**config.mk**
```make
export PLATFORM = sky130hd
export DESIGN_NAME = rtu_link_timing_buffer
export DESIGN_NICKNAME = d
export VERILOG_FILES = /design/src/rtl/rtu_link_timing_buffer.sv
export SDC_FILE = /design/constraint.sdc
export NUM_CORES = 1
export LEC_CHECK = 0
export ABC_CLOCK_PERIOD_IN_PS = 2600
export CELL_PAD_IN_SITES_DETAIL_PLACEMENT = 0
export CELL_PAD_IN_SITES_GLOBAL_PLACEMENT = 2
export CORE_ASPECT_RATIO = 0.5
export CORE_MARGIN = 4
export CORE_UTILIZATION = 40
export DETAILED_ROUTE_END_ITERATION = 10
export GPL_TIMING_DRIVEN = 0
export PLACE_DENSITY = 0.88
export SLEW_MARGIN = 10
export SYNTH_ARGS = -nofsm -noshare
export SYNTH_HDL_FRONTEND = slang
export SYNTH_SLANG_ARGS = --single-unit
```
**constraint.sdc**
```tcl
create_clock -name clk -period 2.6 [get_ports clk]
set_input_delay 0.39 -clock clk [delete_from_list [all_inputs] [get_ports clk]]
set_output_delay 0.39 -clock clk [all_outputs]
set_load 0.05 [all_outputs]
```
**src/rtl/rtu_link_timing_buffer.sv**
```systemverilog
`default_nettype none
// +--------------------------------------------------------------------------+
// | Module  : rtu_link_timing_buffer                                         |
// | Brief   : Modbus-RTU 1.5T/3.5T silence timers plus true dual-port RAM    |
// | Revision: 1.0                                                            |
// +--------------------------------------------------------------------------+
module rtu_link_timing_buffer #(
  parameter int CLK_FREQ  = 50000000,
  parameter int BAUD_RATE = 115200,
  parameter int A_WIDTH   = 2,
  parameter int D_WIDTH   = 16
) (
  input  logic               clk,
  input  logic               rst_n,
  input  logic               rx_done,
  input  logic               rx_state,
  output logic               rx_drop_frame,
  output logic               rx_new_frame,
  input  logic               ena,
  input  logic               wea,
  input  logic [A_WIDTH-1:0] addra,
  input  logic [D_WIDTH-1:0] dia,
  output logic [D_WIDTH-1:0] doa,
  input  logic               enb,
  input  logic               web,
  input  logic [A_WIDTH-1:0] addrb,
  input  logic [D_WIDTH-1:0] dib,
  output logic [D_WIDTH-1:0] dob
);

  // 64-bit math: CLK_FREQ*77 overflows a 32-bit int at the default clock.
  localparam logic [63:0] c_CNT_15T = (64'(CLK_FREQ) * 64'd33) / (64'd2 * 64'(BAUD_RATE));
  localparam logic [63:0] c_CNT_35T = (64'(CLK_FREQ) * 64'd77) / (64'd2 * 64'(BAUD_RATE));
  localparam int          c_CW      = $clog2(c_CNT_35T + 64'd1);
  localparam int          c_DEPTH   = 1 << A_WIDTH;

  logic [1:0] w_pulse;

  generate
    for (genvar g = 0; g < 2; g++) begin : g_timer
      localparam logic [c_CW-1:0] c_LAST = (g == 0) ? c_CW'(c_CNT_15T - 64'd1)
                                                     : c_CW'(c_CNT_35T - 64'd1);
      logic [c_CW-1:0] r_cnt;
      logic            r_armed;
      logic            r_pulse;

      always_ff @(posedge clk or negedge rst_n) begin
        if (!rst_n) begin
          r_cnt   <= '0;
          r_armed <= 1'b0;
          r_pulse <= 1'b0;
        end else if (rx_done) begin
          r_cnt   <= '0;
          r_armed <= 1'b1;
          r_pulse <= 1'b0;
        end else if (rx_state) begin
          r_cnt   <= '0;
          r_pulse <= 1'b0;
        end else if (r_armed) begin
          // Disarming on the pulse guarantees one pulse per silence period.
          if (r_cnt == c_LAST) begin
            r_cnt   <= '0;
            r_armed <= 1'b0;
            r_pulse <= 1'b1;
          end else begin
            r_cnt   <= r_cnt + 1'b1;
            r_pulse <= 1'b0;
          end
        end else begin
          r_cnt   <= '0;
          r_pulse <= 1'b0;
        end
      end

      assign w_pulse[g] = r_pulse;
    end
  endgenerate

  assign rx_drop_frame = w_pulse[0];
  assign rx_new_frame  = w_pulse[1];

  logic [D_WIDTH-1:0] r_mem [c_DEPTH];
  logic [D_WIDTH-1:0] r_doa;
  logic [D_WIDTH-1:0] r_dob;

  // Port A write is issued last so it wins a same-address collision.
  always_ff @(posedge clk) begin
    if (enb && web) r_mem[addrb] <= dib;
    if (ena && wea) r_mem[addra] <= dia;
  end

  always_ff @(posedge clk or negedge rst_n) begin
    if (!rst_n) begin
      r_doa <= '0;
      r_dob <= '0;
    end else begin
      if (ena) r_doa <= r_mem[addra];
      if (enb) r_dob <= r_mem[addrb];
    end
  end

  assign doa = r_doa;
  assign dob = r_dob;

endmodule
`default_nettype wire

```
# Word level (Yosys, flattened, before mapping)
# Memory sizes are Yosys's and may differ from the RTL's. A register that Yosys moved wholly into a read port is not among the register bits.
# Cells that the tools add are included.
totals:
  regBits: 34
  ram_bits: 64
  inputBits: 44
  output_inout_bits: 34
  elab_cells: 44
  n_memories: 1
classes:
  n_addsub: 2
  n_eq_ne: 3
  n_mux: 28
  n_reduce_logical: 4
memory_table:
  columns: ["name", "words", "word_bits", "read_ports", "rd_clocked_by_memory_dff", "wr", "line_no", "rtl"]
  rows:
  - ["r_mem", 4, 16, 2, 2, 2, "82", "logic [D_WIDTH-1:0] r_mem [c_DEPTH];"]
op_table:
  columns: ["op", "count"]
  rows:
  - ["15-bit 2-to-1 mux", 8]
  - ["15-bit by 1-bit adder with 15-bit output, second input constant", 2]
  - ["1-bit 2-to-1 mux", 20]
  - ["15-bit by 13-bit equality test with 1-bit output, second input constant", 1]
  - ["15-bit equality test, second input constant", 1]
  - ["1-bit logical AND", 2]
  - ["1-bit logical NOT", 2]
  - ["2-bit != test, second input constant", 1]

# Longest topological paths before layout
# Gate-level depths: netlist of run 1.
depth:
  ltp_word: 5
  ltp_mapped: 7
  depth_no_buf: 6

# Worst setup path before layout of run 1
# Ideal clock, no wire load.
synth_timing:
  path_kind: "input-to-reg"
  startpoint: "in addrb[1]"
  endpoint: "mem r_mem[2][0] (enable)"
  setup_time_ns: 0.414
  arrival_time_ns: 2.445
  required_ns: 2.186
  setup_slack_ns: -0.259
  cell_stages: 4
  n_path_buf: 2
  cell_sequence: "clkbuf_1 > clkbuf_1 > inv_1 > o31ai_1"
synth_rtl:
  columns: ["element", "line_no", "rtl"]
  rows:
  - ["start: declaration", "26", "input logic [A_WIDTH-1:0] addrb,"]
  - ["end: declaration", "82", null]

==> run metrics, run 1 <==
outcome=completed; total count of max-transition violations in the final report=0; Worst setup SP type=input port; dominant combinational cell family by area after synthesis=multiplexers; number of antenna violations at the first check in global routing=0; detailed-route wire length per cell=18.8 µm; final net count=568; Remaining DRCs=0; HP Class=input port to async pin; clock tree root buffer cell=clkbuf_16; setup TNS=0 ns; unique cell type count in the Yosys netlist=35; Simple-Gate Fraction of Synth Area=8.11%; CTS clock-pin slew for the worst setup and hold paths=0.06 ns; clock tree from TritonCTS=built; Die Y=96.9 µm; total vias in the final route=3,931; max-cap viol count=0; largest voltage drop on the vdd net=0.000470 V; RSZ-0062 raised after global routing=false; global-route total usage across every layer=16.2%; GP Congestion=0.762; net count after synthesis=470; Data arrival, critical path=2.41 ns; final antenna diode count=0; proportion of synthesized area in mux cells=28.5%; gate count after technology mapping=422; max incr delay on CP=0.52 ns; wire length of the first global-routing pass=22,400 µm; Core Footprint=15,500 µm²; element type at the critical path end=register; clock insertion delay at the later pin of the skew report=0.41 ns; clock sink count=130; Final setup violation count=0; Layout Utilization=52.0%; final period utilization=91.1%; pin count of the biggest net entering global routing=53; cell chain of the critical path=clkdlybuf4s50_1 > nand2_1 > nor3_4 > buf_2 > or2_2; Critical Path Fanout Max=16; proportion of synthesized chip area in sequential cells=56.5%; IO buf count=72; I/O Pins=78; total clock buffers created by CTS=17; number of fill cells=1,286; die width=186 µm; Synth Register Bits=130; final worst clock skew=0.00758 ns; post-synthesis area per instance=15.0 µm²; final routed wirelength across all metal layers=13,900 µm; static power due to leakage=2.90 nW; relative slew slack=48.8%; vias per cell=5.33; Final Hold Fails=0; share of the synthesized area in compound gates (AO/OA/AOI/OAI)=1.11%; max frequency=422 MHz; power density relative to cell area=718 nW/µm²; GRT overflow=0; slowest stage cell, crit path=or2_2; Starting DRT DRC Count=241; Initial Utilization=40.9%; floorplan row count=32; Total Die Area=18,000 µm²; area growth from synthesis to layout=26.9%; fraction of final layout cells sized beyond drive strength 1=34.5%; # H-tree levels=4; tightest hold margin=0.396 ns; number of warning messages in the yosys log=0; fin crit period=2.37 ns; maximum count of clock buffers along a single path=2; required time worst endpoint=2.64 ns; drt pass-1 iters=5; xor-xnor portion of the synthesized cell area=3.04%; Syn Std Cell Area=6330 µm²; adder and majority gate portion of the synthesized area=0.791%; HPWL after detailed placement=9300 µm; category of the critical setup timing path=input port to register; post-route ant nets=0; via count of the first global-routing pass=4,054; worst slew pin tran=0.768 ns
[worst max-delay path, delay by kind of cell]
| family | cells | cell delay (ns) |
|---|---|---|
| buffers and inverters | 2 | 0.93 |
| AND/OR/NAND/NOR | 3 | 1.09 |
[flip-flops by register name (all words and copies together), names as in the netlist]
signal / count
r_mem: 64
g_timer.r_cnt: 30
doa: 16
dob: 16
g_timer.r_armed: 2
rx_drop_frame: 1
rx_new_frame: 1
[metrics by stage]
step,instance area [µm²],setup WS (ns),power (mW),std cells
global placement,7310,-1.64,3.33,698
floorplan,6330,-0.172,2.99,422
CTS,8010,0.0500,5.80,735
detailed placement,7400,-0.386,3.36,702
global route,8030,0.191,5.97,737
finish,8030,0.230,5.76,737
[synth_stat cells (all sizes together)]
master / n / share of area [%]
mux2: 96 / 17
dfrtp: 66 / 26
edfxtp: 64 / 30
nor2: 35 / 2.1
mux4: 32 / 11
xnor2: 18 / 2.5
nand3: 14 / 1.3
buf: 11 / 1.0
nand2: 10 / 0.59
nand4: 10 / 0.99
inv: 9 / 0.53
clkbuf: 8 / 0.47
nor3: 7 / 0.63
o21ai: 7 / 0.55
a21oi: 4 / 0.32
ha: 4 / 0.79
nor4: 4 / 0.40
xor2: 4 / 0.55
or4: 3 / 0.42
nand2b: 2 / 0.20
nand4b: 2 / 0.28
nor4b: 2 / 0.28
o31ai: 2 / 0.24
or3: 2 / 0.20
and3: 1 / 0.099
and4: 1 / 0.14
nor2b: 1 / 0.099
nor4bb: 1 / 0.16
or2: 1 / 0.099
or4b: 1 / 0.16
[metal layers]
metal | global-route usage (%) | up-vias | routed length (µm)
li1 | - | 1815 | -
met1 | 22.2 | 2002 | 6000
met2 | 26.1 | 98 | 6930
met3 | 3.12 | 16 | 769
met4 | 5.15 | 0 | 151
met5 | 0 | - | 0
[kinds of logic (layout without fill, tap and decap cells)]
family | after synthesis | in the layout
buf+inv | 28 | 139
flops | 130 | 130
xor+xnor | 22 | 22
fa+ha+maj | 4 | 4
mux | 128 | 128
simple gates | 97 | 97
compound gates | 13 | 13
[cells in the final DEF (no fill, tap or decap), types with 10 or more instances in the layout]
cell / instances
mux2_2: 96
clkdlybuf4s50_1: 71
dfrtp_1: 66
edfxtp_1: 64
nor2_1: 35
mux4_2: 32
xnor2_1: 18
clkbuf_16: 17
nand3_1: 13
nand4_1: 10
nand2_1: 10
[cell type report]
type                       instances  area [µm²]  share of cell area, %
sequential                       130        3570                   44.5
multi-input combinational        264        2660                   33.1
timing repair buffer              79         816                   10.2
clock buffer                      18         439                   5.47
tap                              204         255                   3.18
clock inverter                    14         164                   2.04
buffer                            19        93.8                   1.17
inverter                           9        33.8                  0.421
[power breakdown]
part / total [mW] / internal, mW / leakage, nW / switching [mW]
combinational: 0.919 / 0.403 / 1.17 / 0.516
sequential: 2.39 / 2.32 / 1.42 / 0.0747
clock: 2.45 / 1.47 / 0.299 / 0.986
[timing repair]
action                     4_1_cts  5_1_grt
hold endpoints to repair        14        0
setup endpoints to repair        0       26
resized for setup                0        1
hold buffers                     1        0
setup buffers                    0        2
[worst paths after layout]
path	start	endpoint	slack, ns	cells after the start
worst max-delay path	wea	r_mem[0][9]	0.23	5
worst min-delay path	rst_n	dob[10]	0.40	2
worst max register to register	g_timer[1].r_cnt[1]	g_timer[1].r_cnt[10]	0.48	7
worst min register to register	g_timer[0].r_cnt[0]	g_timer[0].r_cnt[0]	0.50	1
max in group asynchronous	rst_n	g_timer[0].r_cnt[10]	1.67	3
min in group clk	ena	doa[1]	0.41	2
No activity file was read; power rests on OpenSTA's default activity.
==> inputs of run 2 (changes only) <==
- ABC_CLOCK_PERIOD_IN_PS: 2600 -> 3000
- CORE_UTILIZATION: 40 -> 43
- MAX_ROUTING_LAYER: unset -> met4
- PLACE_DENSITY: 0.88 -> 0.93
- clock period: 2.6 -> 3 ns (I/O delays scaled with it)
==> run metrics, run 2 (synthesized netlist as in run 1, its figures left out) <==
required time worst endpoint=3.12 ns (was 2.64 ns); power density relative to cell area=611 nW/µm² (was 718 nW/µm²); total count of max-transition violations in the final report=0 (unchanged); HPWL after detailed placement=9010 µm (was 9300 µm); part of the total power dissipated in combinational logic=16.3% (was 15.9%); CTS clock-pin slew for the worst setup and hold paths=0.07 ns (was 0.06 ns); RSZ-0062 raised after global routing=false (unchanged); clock tree root buffer cell=clkbuf_16 (unchanged); category of the critical setup timing path=input port to register (unchanged); final antenna diode count=0 (unchanged); maximum count of clock buffers along a single path=2 (unchanged); final routed wirelength across all metal layers=13,600 µm (was 13,900 µm); buffer count from post-CTS setup fixing=0 (unchanged); # H-tree levels=4 (unchanged); total clock buffers created by CTS=17 (unchanged); worst slew pin tran=0.836 ns (was 0.768 ns); cell chain of the critical path=clkdlybuf4s50_1 > buf_2 > nand4_1 > clkbuf_1 > o21ai_2 > buf_8 (was clkdlybuf4s50_1 > nand2_1 > nor3_4 > buf_2 > or2_2); element type at the critical path end=register (unchanged); relative slew slack=44.0% (was 48.8%); floorplan row count=31 (was 32); Core Footprint=14,400 µm² (was 15,500 µm²); pin count of the biggest net entering global routing=53 (unchanged); final cell count without fillers=729 (was 737); final net count=566 (was 568); share of total power in the clock network=41.1% (was 42.6%); Final Hold Fails=0 (unchanged); via count of the first global-routing pass=4,114 (was 4,054); static power due to leakage=2.87 nW (was 2.90 nW); slowest stage cell, crit path=clkdlybuf4s50_1 (was or2_2); max-cap viol count=0 (unchanged); Worst setup SP type=input port (unchanged); Post-Place Cells=696 (was 702); area growth from synthesis to layout=26.0% (was 26.9%); clock tree from TritonCTS=built (unchanged); outcome=completed (unchanged); final period utilization=84.9%; I/O Pins=78 (unchanged); commonest cells after routing, fill and taps aside=mux2_2, clkdlybuf4s50_1, dfrtp_1 (unchanged); drt pass-1 iters=4 (was 5); register with the most flip-flops=r_mem (unchanged); max frequency=393 MHz; part of the power in registers=42.6% (was 41.5%); Initial Utilization=43.9% (was 40.9%); total cell area at the placement stage=7390 µm² (was 7400 µm²); Layout Utilization=55.2% (was 52.0%); wire length of the first global-routing pass=21,800 µm (was 22,400 µm); Starting DRT DRC Count=255 (was 241); GRT overflow=0 (unchanged); fin worst setup slack=0.453 ns (was 0.230 ns); Critical Path Fanout Max=12 (was 16); Total Die Area=16,800 µm² (was 18,000 µm²); clock insertion delay at the later pin of the skew report=0.42 ns (was 0.41 ns); Data arrival, critical path=2.67 ns (was 2.41 ns); Buffers & Inverters on Critical Path=4 (was 2); worst-case setup slack after placement=-0.0245 ns (was -0.386 ns); flip-flop count of the largest register after layout=64 (unchanged); max incr delay on CP=0.49 ns (was 0.52 ns); number of antenna violations at the first check in global routing=0 (unchanged); fraction of final layout cells sized beyond drive strength 1=34.3% (was 34.5%); start point of the critical path=addra[1] (was wea); IO buf count=72 (unchanged); post-route ant nets=0 (unchanged); largest voltage drop on the vdd net=0.000384 V (was 0.000470 V); setup TNS=0 ns (unchanged); Die Y=93.8 µm (was 96.9 µm); summed area of non-filler cells in the final layout=7970 µm² (was 8030 µm²); net switching component of the power=1.39 mW (was 1.58 mW); HP Class=input port to async pin (unchanged); family with the most delay on the worst path=buffers and inverters (was simple AND/OR/NAND/NOR gates); fin crit period=2.55 ns; switching portion of total power=28.5% (was 27.3%); Internal Power=3.48 mW (was 4.19 mW); Remaining DRCs=0 (unchanged); global-route total usage across every layer=17.2% (was 16.2%); die width=180 µm (was 186 µm); clock sink count=130 (unchanged); detailed-route wire length per cell=18.7 µm (was 18.8 µm); number of fill cells=1,181 (was 1,286); total vias in the final route=3,864 (was 3,931); vias per cell=5.30 (was 5.33); launch point of the worst reg-to-reg path=g_timer[1].r_cnt[1] (unchanged); commonest non-fill, non-tap cell in the layout=mux2_2 (unchanged); final worst clock skew=0.00717 ns (was 0.00758 ns); Final setup violation count=0 (unchanged); largest registers ranked by flip-flop count=r_mem (64), g_timer.r_cnt (30) (unchanged); GP Congestion=0.753 (was 0.762)
==> run 2: changes by cell type in the layout (fill, tap and decap cells not counted), sizes merged <==
cell      change
clkinv        -2
bufinv        -2
inv           +3
clkinvlp      +1
buf           -2
==> run 2: per-layer routing <==
metal  vias up  track usage [%]  wire, µm
met5         -                -         0
met4         0             4.94       147
met3        13             3.25       578
met2        81             29.6      6820
met1      1949             21.3      6060
li1       1821                -         -
==> run 2: worst paths after layout <==
kind	endpoint	slack (ns)	cells past startpoint
min in group clk	doa[15]	0.48	2
worst min-delay path	dob[8]	0.43	2
worst min register to register	doa[0]	0.51	1
worst max register to register	g_timer[1].r_cnt[7]	0.85	7
max in group asynchronous	g_timer[0].r_cnt[14]	2.03	3
worst max-delay path	r_mem[3][6]	0.45	6
==> run 2: power by group through the flow <==
stage / logic, mW / registers, mW / clock network (mW)
final: 0.793 / 2.07 / 2.00
after global routing: 0.836 / 2.09 / 2.12
after CTS: 0.802 / 2.08 / 2.04
after detailed placement: 0.798 / 2.11 / 0
after global placement: 0.778 / 2.10 / 0
after floorplan: 0.260 / 2.33 / 0
==> run 2: layout make-up <==
| class | instances | area [µm²] | area share, % |
|---|---|---|---|
| repair buffers | 77 | 801 | 10.0 |
| clock inverters | 14 | 134 | 1.68 |
| multi-input cells | 264 | 2650 | 33.2 |
| plain buffers | 19 | 93.8 | 1.18 |
| well taps | 198 | 248 | 3.11 |
| inverters | 9 | 33.8 | 0.424 |
| flip-flops and latches | 130 | 3570 | 44.8 |
| clock buffers | 18 | 439 | 5.51 |
==> run 2: what timing repair did <==
action,4_1_cts,5_1_grt
resized for setup,0,0
endpoints found under the setup margin,0,0
hold buffers,1,0
endpoints found under the hold margin,14,0
==> run 2: per-stage QoR <==
step	total power, mW	hold WS [ns]
3_3_place_gp	2.88	0.490
5_1_grt	5.04	0.447
6_report	4.87	0.435
4_1_cts	4.92	0.411
3_5_place_dp	2.91	0.324
2_1_floorplan	2.59	0.154
==> inputs of run 3 (changes only) <==
- ABC_CLOCK_PERIOD_IN_PS: 3000 -> 2100
- CORE_UTILIZATION: 43 -> 36
- PLACE_DENSITY: 0.93 -> 0.84
- clock period: 3 -> 2.1 ns (I/O delays scaled with it)
==> run metrics, run 3 (synthesized netlist as in run 1, its figures left out) <==
final cell count without fillers=765 (was 729); total cell area at the placement stage=7410 µm² (was 7390 µm²); category of the critical setup timing path=input port to register (unchanged); fraction of final layout cells sized beyond drive strength 1=36.2% (was 34.3%); IO buf count=72 (unchanged); global-route total usage across every layer=15.0% (was 17.2%); Initial Utilization=37.7% (was 43.9%); GP Congestion=0.729 (was 0.753); Remaining DRCs=0 (unchanged); clock tree root buffer cell=clkbuf_16 (unchanged); HPWL after detailed placement=9480 µm (was 9010 µm); worst slew pin tran=0.670 ns (was 0.836 ns); register with the most flip-flops=r_mem (unchanged); HP Class=input port to async pin (unchanged); flip-flop count of the largest register after layout=64 (unchanged); outcome=completed (unchanged); final net count=573 (was 566); total vias in the final route=3,829 (was 3,864); Die Y=102 µm (was 93.8 µm); Worst setup endpoint=r_mem[3][2] (was r_mem[3][6]); Post-Place Cells=724 (was 696); number of antenna violations at the first check in global routing=0 (unchanged); detailed-route wire length per cell=18.1 µm (was 18.7 µm); element type at the critical path end=register (unchanged); Starting DRT DRC Count=266 (was 255); final period utilization=95.1%; max frequency=501 MHz; setup slack of the most critical reg-to-reg path=0.12 ns (was 0.85 ns); max-cap viol count=0 (unchanged); final antenna diode count=0 (unchanged); Overall Power=7.09 mW (was 4.87 mW); largest voltage drop on the vdd net=0.000530 V (was 0.000384 V); area used by multi-input combinational logic=2660 µm² (was 2650 µm²); Worst setup SP type=input port (unchanged); Layout Utilization=48.3% (was 55.2%); GRT overflow=0 (unchanged); floorplan row count=33 (was 31); Final Hold Fails=0 (unchanged); worst-case setup slack after placement=-0.832 ns (was -0.0245 ns); largest registers ranked by flip-flop count=r_mem (64), g_timer.r_cnt (30) (unchanged); power density relative to cell area=873 nW/µm² (was 611 nW/µm²); required time worst endpoint=2.22 ns (was 3.12 ns); pin count of the biggest net entering global routing=53 (unchanged); summed area of non-filler cells in the final layout=8120 µm² (was 7970 µm²); Final setup violation count=0 (unchanged); launch point of the worst reg-to-reg path=g_timer[0].r_cnt[0] (was g_timer[1].r_cnt[1]); area growth from synthesis to layout=28.3% (was 26.0%); via count of the first global-routing pass=4,093 (was 4,114); start point of the critical path=addra[1] (unchanged); total clock buffers created by CTS=17 (unchanged); drt pass-1 iters=4 (unchanged); CTS clock-pin slew for the worst setup and hold paths=0.06 ns (was 0.07 ns); RSZ-0062 raised after global routing=false (unchanged); Register-to-Register Path Depth=7 (unchanged); clock sink count=130 (unchanged); fin crit period=2.00 ns; commonest non-fill, non-tap cell in the layout=mux2_2 (unchanged); Total Die Area=19,900 µm² (was 16,800 µm²); static power due to leakage=2.93 nW (was 2.87 nW); capture point of the worst reg-to-reg path=g_timer[0].r_cnt[12] (was g_timer[1].r_cnt[7]); wire length of the first global-routing pass=22,200 µm (was 21,800 µm); Core Footprint=16,800 µm² (was 14,400 µm²); post-route ant nets=0 (unchanged); final worst clock skew=0.0160 ns (was 0.00717 ns); maximum count of clock buffers along a single path=2 (unchanged); total count of max-transition violations in the final report=0 (unchanged); final routed wirelength across all metal layers=13,800 µm (was 13,600 µm); fin worst setup slack=0.104 ns (was 0.453 ns); relative slew slack=55.3% (was 44.0%); I/O Pins=78 (unchanged); vias per cell=5.01 (was 5.30); commonest cells after routing, fill and taps aside=mux2_2, clkdlybuf4s50_1, dfrtp_1 (unchanged); Critical Path Fanout Max=12 (unchanged); clock insertion delay at the later pin of the skew report=0.42 ns (about the same); # H-tree levels=4 (unchanged); Data arrival, critical path=2.12 ns (was 2.67 ns); clock tree from TritonCTS=built (unchanged); Register Area=3570 µm² (unchanged); die width=196 µm (was 180 µm); number of fill cells=1,471 (was 1,181)
-- run 3: how the worst min path moves through the flow --
stage,slack [ns],startpoint,endpoint
2_1_floorplan,0.02,rst_n,doa[0]
3_3_place_gp,0.49,dob[11],dob[11]
3_5_place_dp,0.19,rst_n,dob[11]
4_1_cts,0.29,rst_n,dob[11]
5_1_grt,0.33,rst_n,dob[11]
6_report,0.30,rst_n,dob[11]
-- run 3: cell type report --
class | instances | area share, %
multi-input combinational | 264 | 32.8
clock buffer | 19 | 5.58
tap | 227 | 3.50
sequential | 130 | 44.0
buffer | 18 | 1.23
inverter | 9 | 0.416
timing repair buffer | 85 | 10.7
clock inverter | 13 | 1.85
-- run 3: repair_timing --
action                                  4_1_cts  5_1_grt
setup buffers                                 4        5
hold buffers                                  1        0
pin swaps                                     3        2
hold endpoints to repair                     14        0
endpoints found under the setup margin      105       77
resized for setup                             6        4
-- run 3: layer usage --
layer / vias to the layer above / part of all wire [%] / GRT usage, %
met5: - / 0 / -
met4: 0 / 1.3 / 4.83
met3: 12 / 4.0 / 2.89
met2: 73 / 51 / 25.6
met1: 1919 / 43 / 18.4
li1: 1825 / - / -
-- run 3: power breakdown --
| group | switching, mW | total (mW) | internal (mW) |
|---|---|---|---|
| clock network | 1.16 | 2.99 | 1.83 |
| registers | 0.0908 | 2.96 | 2.87 |
| logic | 0.637 | 1.14 | 0.507 |
-- run 3: critical path, cell delays in order --
cell	delay, ns
clkdlybuf4s50_1	0.59
clkbuf_4	0.28
nand4_1	0.16
clkbuf_2	0.31
o21ai_2	0.24
buf_8	0.22
-- run 3: per-stage QoR --
stage,hold WS [ns],TNS (ns)
after floorplan,0.0194,-6.09
after global placement,0.490,-204.71
after detailed placement,0.191,-73.59
after CTS,0.293,0
after global routing,0.327,0
final,0.299,0
